<file path="src/rtl/power_manager_pkg.sv">
`default_nettype none
// ============================================================================
// Module      : power_manager_pkg
// Description : Shared state codes, setting/mode codes and default thresholds
//               for the power_manager control stage and its dwell timer.
// Revision    : 1.0 - initial release
// ============================================================================
package power_manager_pkg;

    // Controller state codes (3-bit, visible on the debug state port)
    localparam logic [2:0] c_ST_OFF      = 3'd0;
    localparam logic [2:0] c_ST_IDLE     = 3'd1;
    localparam logic [2:0] c_ST_ACTIVE   = 3'd2;
    localparam logic [2:0] c_ST_THROTTLE = 3'd3;
    localparam logic [2:0] c_ST_CHARGE   = 3'd4;
    localparam logic [2:0] c_ST_DEPLETED = 3'd5;

    // Setting codes driven to Power (same encoding as the demand input)
    localparam logic [1:0] c_SET_OFF      = 2'd0;
    localparam logic [1:0] c_SET_LOW      = 2'd1;
    localparam logic [1:0] c_SET_MODERATE = 2'd2;
    localparam logic [1:0] c_SET_HIGH     = 2'd3;

    // Mode codes driven to Power
    localparam logic c_MODE_RECHARGE = 1'b0;
    localparam logic c_MODE_USE      = 1'b1;

    // Default thresholds; the warn level is the point at which Power
    // raises its own warn flag and is kept here for reference.
    localparam logic [7:0] c_FULL_LEVEL   = 8'd179;
    localparam logic [7:0] c_RESUME_LEVEL = 8'd90;
    localparam logic [7:0] c_WARN_LEVEL   = 8'd45;
    localparam int         c_DWELL_CYCLES = 4;

    // States that enforce a minimum residency before a voluntary exit
    function automatic logic isDwellState(input logic [2:0] s);
        return (s == c_ST_ACTIVE) || (s == c_ST_CHARGE);
    endfunction

endpackage
`default_nettype wire

</file>
<file path="src/rtl/power_manager_dwell_timer.sv">
`default_nettype none
// ============================================================================
// Module      : dwell_timer
// Description : 8-bit loadable down-counter that saturates at zero and flags
//               expiry when the count reaches zero.
// Ports       : clk         - clock, rising edge
//               rst         - asynchronous active-low reset
//               i_load      - load i_loadValue (wins over i_clear)
//               i_loadValue - value loaded on i_load
//               i_clear     - force the count to zero
//               o_expired   - high while the count is zero
// Revision    : 1.0 - initial release
// ============================================================================
module dwell_timer (
    input  logic       clk,
    input  logic       rst,
    input  logic       i_load,
    input  logic [7:0] i_loadValue,
    input  logic       i_clear,
    output logic       o_expired
);

    logic [7:0] r_count;

    always_ff @(posedge clk or negedge rst) begin
        if (!rst) begin
            r_count <= 8'd0;
        end else if (i_load) begin
            r_count <= i_loadValue;
        end else if (i_clear) begin
            r_count <= 8'd0;
        end else if (r_count != 8'd0) begin
            r_count <= r_count - 8'd1;
        end
    end

    assign o_expired = (r_count == 8'd0);

endmodule
`default_nettype wire

</file>
<file path="src/rtl/power_manager.sv">
`default_nettype none
// ============================================================================
// Module      : power_manager
// Description : Registered Moore controller in front of the Power block.
//               Maps the power switch, demand and charger presence onto
//               Power's enable/setting/mode, with throttling on warn,
//               depletion lockout with recovery hysteresis and a minimum
//               residency in ACTIVE and CHARGE.
// Ports       : clk, rst (async active-low)
//               power_on, demand[1:0], charger_present, level[7:0], warn
//               en, power_setting[1:0], power_mode, throttled, lockout,
//               shutdown_evt, state[2:0]
// Revision    : 1.0 - initial release
// ============================================================================
module power_manager
    import power_manager_pkg::*;
#(
    parameter logic [7:0] FULL_LEVEL   = c_FULL_LEVEL,
    parameter logic [7:0] RESUME_LEVEL = c_RESUME_LEVEL,
    parameter int         DWELL_CYCLES = c_DWELL_CYCLES
) (
    input  logic       clk,
    input  logic       rst,
    input  logic       power_on,
    input  logic [1:0] demand,
    input  logic       charger_present,
    input  logic [7:0] level,
    input  logic       warn,
    output logic       en,
    output logic [1:0] power_setting,
    output logic       power_mode,
    output logic       throttled,
    output logic       lockout,
    output logic       shutdown_evt,
    output logic [2:0] state
);

    // The counter holds the cycles remaining after the current one, so a
    // residency of DWELL_CYCLES needs DWELL_CYCLES-1 loaded on entry.
    localparam logic [7:0] c_DWELL_LOAD = 8'(DWELL_CYCLES - 1);

    logic [2:0] r_state;
    logic [2:0] w_nextState;
    logic       r_lockout;
    logic       r_en;
    logic [1:0] r_setting;
    logic       r_mode;
    logic       r_throttled;
    logic       r_shutdownEvt;

    logic       w_en;
    logic [1:0] w_setting;
    logic       w_mode;
    logic       w_throttled;
    logic       w_enterDepleted;
    logic       w_dwellLoad;
    logic       w_dwellClear;
    logic       w_dwellExpired;

    // ------------------------------------------------------------------
    // Next-state logic
    // ------------------------------------------------------------------
    always_comb begin
        w_nextState = c_ST_OFF;
        if (power_on) begin
            case (r_state)
                c_ST_OFF: begin
                    w_nextState = c_ST_IDLE;
                end
                c_ST_IDLE: begin
                    if (charger_present && (level < FULL_LEVEL)) begin
                        w_nextState = c_ST_CHARGE;
                    end else if ((level == 8'd0) && (demand != c_SET_OFF)) begin
                        w_nextState = c_ST_DEPLETED;
                    end else if ((demand != c_SET_OFF) && !r_lockout) begin
                        w_nextState = warn ? c_ST_THROTTLE : c_ST_ACTIVE;
                    end else begin
                        w_nextState = c_ST_IDLE;
                    end
                end
                c_ST_ACTIVE: begin
                    if (level == 8'd0) begin
                        w_nextState = c_ST_DEPLETED;
                    end else if (warn) begin
                        w_nextState = c_ST_THROTTLE;
                    end else if (demand == c_SET_OFF) begin
                        w_nextState = c_ST_IDLE;
                    end else if (charger_present && w_dwellExpired) begin
                        w_nextState = c_ST_CHARGE;
                    end else begin
                        w_nextState = c_ST_ACTIVE;
                    end
                end
                c_ST_THROTTLE: begin
                    if (level == 8'd0) begin
                        w_nextState = c_ST_DEPLETED;
                    end else if (charger_present) begin
                        w_nextState = c_ST_CHARGE;
                    end else if (demand == c_SET_OFF) begin
                        w_nextState = c_ST_IDLE;
                    end else if (!warn) begin
                        w_nextState = c_ST_ACTIVE;
                    end else begin
                        w_nextState = c_ST_THROTTLE;
                    end
                end
                c_ST_CHARGE: begin
                    // A full battery ends charging regardless of residency
                    if (level >= FULL_LEVEL) begin
                        w_nextState = c_ST_IDLE;
                    end else if (!charger_present && w_dwellExpired) begin
                        w_nextState = (level != 8'd0) ? c_ST_IDLE : c_ST_DEPLETED;
                    end else begin
                        w_nextState = c_ST_CHARGE;
                    end
                end
                c_ST_DEPLETED: begin
                    w_nextState = charger_present ? c_ST_CHARGE : c_ST_DEPLETED;
                end
                default: begin
                    w_nextState = c_ST_OFF;
                end
            endcase
        end
    end

    // ------------------------------------------------------------------
    // Output decode from the next state so outputs change on the same
    // edge as the transition.
    // ------------------------------------------------------------------
    always_comb begin
        w_en        = 1'b0;
        w_setting   = c_SET_OFF;
        w_mode      = c_MODE_RECHARGE;
        w_throttled = 1'b0;
        case (w_nextState)
            c_ST_IDLE: begin
                w_en   = 1'b1;
                w_mode = c_MODE_USE;
            end
            c_ST_ACTIVE: begin
                w_en      = 1'b1;
                w_setting = demand;
                w_mode    = c_MODE_USE;
            end
            c_ST_THROTTLE: begin
                w_en        = 1'b1;
                w_setting   = (demand > c_SET_LOW) ? c_SET_LOW : demand;
                w_mode      = c_MODE_USE;
                w_throttled = (demand > c_SET_LOW);
            end
            c_ST_CHARGE: begin
                w_en      = 1'b1;
                w_setting = c_SET_LOW;
                w_mode    = c_MODE_RECHARGE;
            end
            c_ST_DEPLETED: begin
                w_en   = 1'b1;
                w_mode = c_MODE_USE;
            end
            default: begin
                w_en = 1'b0;
            end
        endcase
    end

    assign w_enterDepleted = (w_nextState == c_ST_DEPLETED) && (r_state != c_ST_DEPLETED);

    // Load only on entry so the count runs down across the residency
    assign w_dwellLoad  = isDwellState(w_nextState) && (w_nextState != r_state);
    assign w_dwellClear = !isDwellState(w_nextState);

    dwell_timer u_dwellTimer (
        .clk         (clk),
        .rst         (rst),
        .i_load      (w_dwellLoad),
        .i_loadValue (c_DWELL_LOAD),
        .i_clear     (w_dwellClear),
        .o_expired   (w_dwellExpired)
    );

    // ------------------------------------------------------------------
    // State and output registers
    // ------------------------------------------------------------------
    always_ff @(posedge clk or negedge rst) begin
        if (!rst) begin
            r_state       <= c_ST_OFF;
            r_lockout     <= 1'b0;
            r_en          <= 1'b0;
            r_setting     <= c_SET_OFF;
            r_mode        <= c_MODE_RECHARGE;
            r_throttled   <= 1'b0;
            r_shutdownEvt <= 1'b0;
        end else begin
            r_state       <= w_nextState;
            r_en          <= w_en;
            r_setting     <= w_setting;
            r_mode        <= w_mode;
            r_throttled   <= w_throttled;
            r_shutdownEvt <= w_enterDepleted;
            // A new depletion outranks a recovery seen on the same edge
            if (w_enterDepleted) begin
                r_lockout <= 1'b1;
            end else if (level >= RESUME_LEVEL) begin
                r_lockout <= 1'b0;
            end
        end
    end

    assign en            = r_en;
    assign power_setting = r_setting;
    assign power_mode    = r_mode;
    assign throttled     = r_throttled;
    assign lockout       = r_lockout;
    assign shutdown_evt  = r_shutdownEvt;
    assign state         = r_state;

endmodule
`default_nettype wire

</file>
<file path="config.mk">
export PLATFORM = sky130hd
export DESIGN_NAME = power_manager
export DESIGN_NICKNAME = d
export VERILOG_FILES = /design/src/rtl/power_manager_pkg.sv /design/src/rtl/power_manager_dwell_timer.sv /design/src/rtl/power_manager.sv
export SDC_FILE = /design/constraint.sdc
export NUM_CORES = 1
export LEC_CHECK = 0
export CORE_ASPECT_RATIO = 1.5
export CORE_MARGIN = 1
export CORE_UTILIZATION = 50
export CTS_CLUSTER_SIZE = 12
export DETAILED_ROUTE_END_ITERATION = 8
export PLACE_DENSITY = 0.84
export SETUP_SLACK_MARGIN = 0.02
export SLEW_MARGIN = 20
export SYNTH_ARGS = -nofsm -noshare
export SYNTH_HDL_FRONTEND = slang
export SYNTH_SLANG_ARGS = --single-unit
</file>
<file path="constraint.sdc">
create_clock -name clk -period 2.36 [get_ports clk]
set_input_delay 0.236 -clock clk [delete_from_list [all_inputs] [get_ports clk]]
set_output_delay 0.236 -clock clk [all_outputs]
set_load 0.03 [all_outputs]
</file>
After elaboration in Yosys (flattened, before gate mapping). Index checks and enable logic that the tools add are counted.

Bits in writable memories: 0. Bits in read-only memories: 0. Bits in latches: 0. Register bits after elaboration: 18. Memories kept: 0. Logic and storage cells: 73. Output and inout port bits: 10.

Div/mod/pow operators: 0. $add $sub $neg: 1. Reductions and logical operators: 20. Bitwise logic cells: 0. Order comparisons: 4. $mul: 0. Multiplexer cells: 27. Shifts and indexed selects: 0. Equality and inequality tests: 13.

Operators with widths (count): 3-bit 2-to-1 mux (12); 8-bit 2-to-1 mux (3); 3-bit one-hot mux with 6 select lines (1); 8-bit zero test (2); 8-bit nonzero test (2); 3-bit by 2-bit equality test with 1-bit output (second input constant) (4); 3-bit equality test (second input constant) (4); 8-bit by 7-bit >= comparator with 1-bit output (second input constant) (1); 8-bit >= comparator (second input constant) (1); 8-bit < comparator (second input constant) (1); 8-bit by 1-bit subtractor with 8-bit output (second input constant) (1); 1-bit logical AND (7); 1-bit 2-to-1 mux (7); 3-bit by 1-bit equality test with 1-bit output (second input constant) (2); 2-bit 2-to-1 mux (3); 2-bit one-hot mux with 3 select lines (1); 5-bit OR reduction (1); 2-bit nonzero test (2); 4-bit OR reduction (1); 3-bit zero test (1); 3-bit by 1-bit != test with 1-bit output (second input constant) (1); 3-bit != test (1); 3-bit != test (second input constant) (1); 2-bit by 1-bit greater-than comparator with 1-bit output (second input constant) (1); other kinds (3) (4).

Longest topological paths before layout.
Word-level depth: 12. Depth in mapped cells: 9. Depth with buffers taken out: 9.

Cells and area by module. Synthesis repeated with hierarchy kept, for this count alone.

Cell total of the unflattened synthesis: 141. Area total of the unflattened synthesis: 1330.0 µm².

By module, submodules not included: power_manager (cells each 90, seq. area each 250.2 µm², area each 829.5 µm², times used 1); dwell_timer (cells each 51, seq. area each 200.2 µm², area each 500.5 µm², times used 1).

Worst setup path before layout. Ideal clock, no wire load.

Path type: flip-flop to flip-flop. From: register r_state[1], in the netlist state[1]. To: register r_throttled, in the netlist throttled. Slack: 0.204 ns. Cell stages (with the launch flop): 8. Period minus slack after synthesis: 2.156 ns. Path buffers: 1. Data required time: 2.240 ns. Data arrival time: 2.036 ns. Library setup time: 0.120 ns. Cell sequence: dfrtp_1 clkbuf_4 or3b_1 a32o_1 or3_1 nand2_2 inv_2 and4_1.

Longest elaborated chain between the ends: 5.

RTL lines: start, declared (line power_manager.sv:42) `logic [2:0] r_state;`; start signal, assigned (line power_manager.sv:187) `r_state <= c_ST_OFF;`; start signal, assigned (line power_manager.sv:195) `r_state <= w_nextState;`; 3-bit equality test (tied with other cells) (line power_manager.sv:66) `case (r_state)`; 3-bit one-hot mux with 6 select lines (*) (line power_manager.sv:66); 3-bit 2-to-1 mux (*) (line power_manager.sv:65) `if (power_on) begin`; via w_nextState[0] (line power_manager.sv:43) `logic [2:0] w_nextState;`; 3-bit by 2-bit equality test with 1-bit output (*) (line power_manager.sv:136) `case (w_nextState)`; 1-bit 2-to-1 mux (*) (line power_manager.sv:136); via w_throttled (line power_manager.sv:54) `logic w_throttled;`; end signal, assigned (line power_manager.sv:199) `r_throttled <= w_throttled;`; end, declared (line power_manager.sv:48) `logic r_throttled;`.

Mark *: on every way through the listed nets, which the timed path passes. The rest lies on a longest branch. A chain may end at the register's enable or synchronous reset.

Worst setup path after layout.
From: register u_dwellTimer.r_count[1]. To: register u_dwellTimer.r_count[1].

Longest elaborated chain between the ends: 12.

RTL lines: start, declared (line power_manager_dwell_timer.sv:23) `logic [7:0] r_count;`; start signal, assigned (line power_manager_dwell_timer.sv:29) `r_count <= i_loadValue;`; start signal, assigned (line power_manager_dwell_timer.sv:33) `r_count <= r_count - 8'd1;`; 8-bit zero test (line power_manager_dwell_timer.sv:37) `assign o_expired = (r_count == 8'd0);`; 1-bit logical AND (line power_manager.sv:88) `end else if (charger_present && w_dwellExpired) begin`; 3-bit 2-to-1 mux (line power_manager.sv:88); 3-bit 2-to-1 mux (line power_manager.sv:86) `end else if (demand == c_SET_OFF) begin`; 3-bit 2-to-1 mux (line power_manager.sv:84) `end else if (warn) begin`; 3-bit 2-to-1 mux (line power_manager.sv:82) `if (level == 8'd0) begin`; 3-bit one-hot mux with 6 select lines (line power_manager.sv:66); 3-bit 2-to-1 mux (line power_manager.sv:65); 3-bit by 2-bit equality test with 1-bit output / 3-bit equality test (equally long branches) (line power_manager_pkg.sv:37) `return (s == c_ST_ACTIVE) || (s == c_ST_CHARGE);`; 1-bit logical OR (line power_manager_pkg.sv:37); 1-bit logical AND / 8-bit 2-to-1 mux (equally long branches) (line power_manager.sv:170, power_manager_dwell_timer.sv:30); 3-bit by 1-bit != test with 1-bit output (no line) / 8-bit 2-to-1 mux (equally long branches).

Several ways; a longest one is shown, not always the timed one. The select of a mux whose other input is x is not followed.

==> impl_metrics.csv <==
group,metric,value,unit
yosys,avgSynthCellArea,9.778,um^2
global_route,grt_max_degree,19,
worst_setup_path,crit_type,"reg2reg",
clocking,cts_sinks,18,
yosys,yosysSeqAreaShare,0.3715,
sta,rsz0062_at_grt,"yes",
layout,finalNonFillerCells,195,
worst_setup_path,critical_path_arrival,2.41,ns
floorplan,die-area,2630,um^2
global_route,antenna_found_initial,0,
sta,post-route-period-util,0.9428,
global_route,grt_use_total,0.2735,
detailed_routing,drt-pass1-iter-count,6,
sta,fin_setup_tns,0,ns
sta,fmax,449.4,MHz
yosys,synth_adder_area_share,0.02064,
yosys,ys_types,56,
sta,drv_slew,0,
yosys,muxShareOfSynthArea,0.01754,
yosys,syn_area,1212,um^2
worst_setup_path,r2r_start,"u_dwellTimer.r_count[1]",
worst_setup_path,cp_slowest_cell,"a2111oi_4",
yosys,synth-async-reset-ratio,1.000,
worst_setup_path,reg2reg_slack,0.13,ns
worst_setup_path,crit_start,"u_dwellTimer.r_count[1]",
sta,tightest_slew,0.7821,ns
detailed_routing,ant_nets,0,
floorplan,rows,21,
detailed_routing,via_per_inst,6.441,
sta,slew_headroom,0.4769,
worst_setup_path,start_kind,"register",
detailed_routing,wire_per_inst,16.92,um
global_route,grt_pass1_vias,1275,
run_status,status,"finished clean",
power_and_ir_drop,leakage,0.7575,nW
yosys,synth_top_family_by_area,"simple AND/OR/NAND/NOR gates",
placed_design,portBuffers,24,
power_and_ir_drop,irDropWorstVdd,0.0004678,V
layout,nFillCells,162,
worst_setup_path,worst-path-buf-inv,2,
worst_setup_path,cp-end-kind,"register",
yosys,synthSimpleGateAreaFrac,0.2755,
detailed_routing,finalWirelength,3300,um
layout,diodes,0,
floorplan,start_util,0.5365,
floorplan,io_pins,25,
clocking,cts_buffer_depth,2,
worst_setup_path,cpPeakStageDelay,0.43,ns
power_and_ir_drop,finalPower,1.937,mW
detailed_routing,drc,0,
yosys,yosys_warnings,0,
yosys,synthFlopType,"dfrtp_1",
worst_setup_path,crit_required,2.55,ns
sta,hold_viol_final,0,
sta,skew,0.005669,ns
global_route,overflow,0,
clocking,clock_latency,0.29,ns
layout,syn2layout_area_growth,40.66,%
sta,finalSetupViolations,0,
worst_setup_path,cp_top_family,"simple AND/OR/NAND/NOR gates",
detailed_routing,dr.first_iter.drc_count,89,
clocking,cts.clk_slew.worst_paths,0.10,ns
layout,drive_gt1_frac,0.2674,
power_and_ir_drop,power_density,1136,nW/um^2
yosys,synth_cells,124,
worst_setup_path,crit_path_end,"u_dwellTimer.r_count[1]",
yosys,synth-edff-count,0,
flow_run,cap_violations,0,
yosys,synthXorXnorAreaFrac,0.03612,
clocking,cts-hold-fix-buffers,0,
worst_setup_path,crit_fanout,8,
worst_setup_path,cp_cell_sequence,"inv_1 -> ha_1 -> nor4b_4 -> nand3b_4 -> a2111oi_4 -> buf_4 -> nor3_1 -> nand2_2 -> o21ba_1",
floorplan,die_w,42.21,um
clocking,cts_buffers,3,
placed_design,dpl_cell_area,1604,um^2
worst_setup_path,crit_cells,9,
placed_design,gp_congestion,0.9562,
yosys,synth_seq_cells,18,
yosys,synth_nets,141,
sta,whs,0.3892,ns
worst_setup_path,r2r_cells,9,
clocking,h-tree-depth,1,
placed_design,dp_hpwl,2591,um
yosys,synth_compound_gate_area_share,0.2436,
detailed_routing,routed-via-count,1256,
placed_design,dp.cells,187,
layout,final_area,1705,um^2
floorplan,core-area,2260,um^2
global_route,grt_pass1_wl,5526,um
clocking,cts_tree,"built",
layout,finalNetCount,190,
floorplan,die_h,62.31,um
min_path,hold_class,"in2async",
sta,min_period,2.225,ns
clocking,root_buffer,"clkbuf_4",
worst_setup_path,r2r-end,"u_dwellTimer.r_count[1]",
synthesized netlist by cell type, types with 2 or more instances:
cell,number,area share
a211oi_1,3,0.019
a21oi_1,4,0.017
and4_1,2,0.014
dfrtp_1,18,0.37
ha_1,2,0.021
inv_1,4,0.012
nand2_1,10,0.031
nand3_1,5,0.021
nor2_1,13,0.040
nor3_1,8,0.033
nor3b_1,2,0.012
nor4_1,3,0.015
o211a_1,2,0.017
o21ai_0,2,0.0083
o21ba_1,2,0.017
xnor2_1,2,0.014
xor2_1,3,0.022
stage by stage:
stage / util / setup WS (ns)
floorplan: - / 0.2035
global placement: 0.7099 / -0.03627
detailed placement: 0.7099 / -0.1585
CTS: 0.7292 / 0.03644
global route: 0.7547 / 0.0004659
finish: 0.7547 / 0.1350
registers in the layout, indices dropped and copies added, names as in the netlist:
register	count
power_mode	1
throttled	1
lockout	1
shutdown_evt	1
en	1
power_setting	2
u_dwellTimer.r_count	8
state	3
worst reg2reg max path: stages, from the launching register on:
cell and delay, ns:
dfrtp_1 0.41, inv_1 0.08, ha_1 0.15, nor4b_4 0.35
nand3b_4 0.13, a2111oi_4 0.43, buf_4 0.18, nor3_1 0.06
nand2_2 0.17, o21ba_1 0.17
power breakdown:
group / switching [mW] / internal [mW] / total, mW
clock: 0.0947 / 0.0941 / 0.189
combinational: 0.739 / 0.563 / 1.30
sequential: 0.0683 / 0.378 / 0.446
area by class of cell:
| type | instances | area, um^2 | share of cell area |
|---|---|---|---|
| timing repair buffer | 47 | 416.7 | 0.2443 |
| inverter | 6 | 22.52 | 0.01321 |
| sequential | 18 | 450.4 | 0.2641 |
| clock buffer | 4 | 36.28 | 0.02128 |
| tap | 23 | 28.78 | 0.01687 |
| multi-input combinational | 97 | 750.7 | 0.4402 |
how the worst min path moves through the flow:
stage	startpoint	cells past startpoint	to	slack [ns]
after floorplan	rst	0	en	-0.06
after global placement	lockout	2	lockout	0.58
after detailed placement	lockout	2	lockout	0.59
after CTS	rst	1	power_setting[1]	0.42
after global routing	rst	1	u_dwellTimer.r_count[4]	0.45
final	rst	1	power_setting[1]	0.39
layout by cell type (no fill, tap or decap), drive strengths merged, types with 2 or more instances in the layout:
cell type       n
xnor2           2
xor2            3
nor4            4
ha              2
nor2           13
clkdlybuf4s50  24
o211a           2
nand3           5
a2111oi         3
a211oi          4
o21ba           2
a21oi           4
nand2          11
inv             5
clkbuf          4
and2            2
nor3b           2
o21ai           3
dfrtp          18
buf            23
nand3b          2
and4            2
nor3            9
timing repair:
action	in CTS	in global routing
resized for setup	0	8
pin swaps	0	6
endpoints found under the setup margin	2	12
setup buffers	1	3
endpoints found under the hold margin	0	0
kinds of logic (layout without fill, tap and decap cells):
family / after synthesis / in the layout
muxes: 2 / 2
and+or+nand+nor: 57 / 57
buffers and inverters: 9 / 57
AOI/OAI and AO/OA: 31 / 31
xor gates and xnor gates: 5 / 5
adders and majority gates: 2 / 2
DFF: 18 / 18
metal layers:
layer | global-route usage | wire length, um | up-vias
li1 | - | - | 572
met1 | 0.2804 | 1130 | 595
met2 | 0.4885 | 1801 | 71
met3 | 0.03779 | 182 | 18
met4 | 0.1875 | 186 | 0
met5 | 0 | 0 | -
Power figures use the tool's default switching activity.
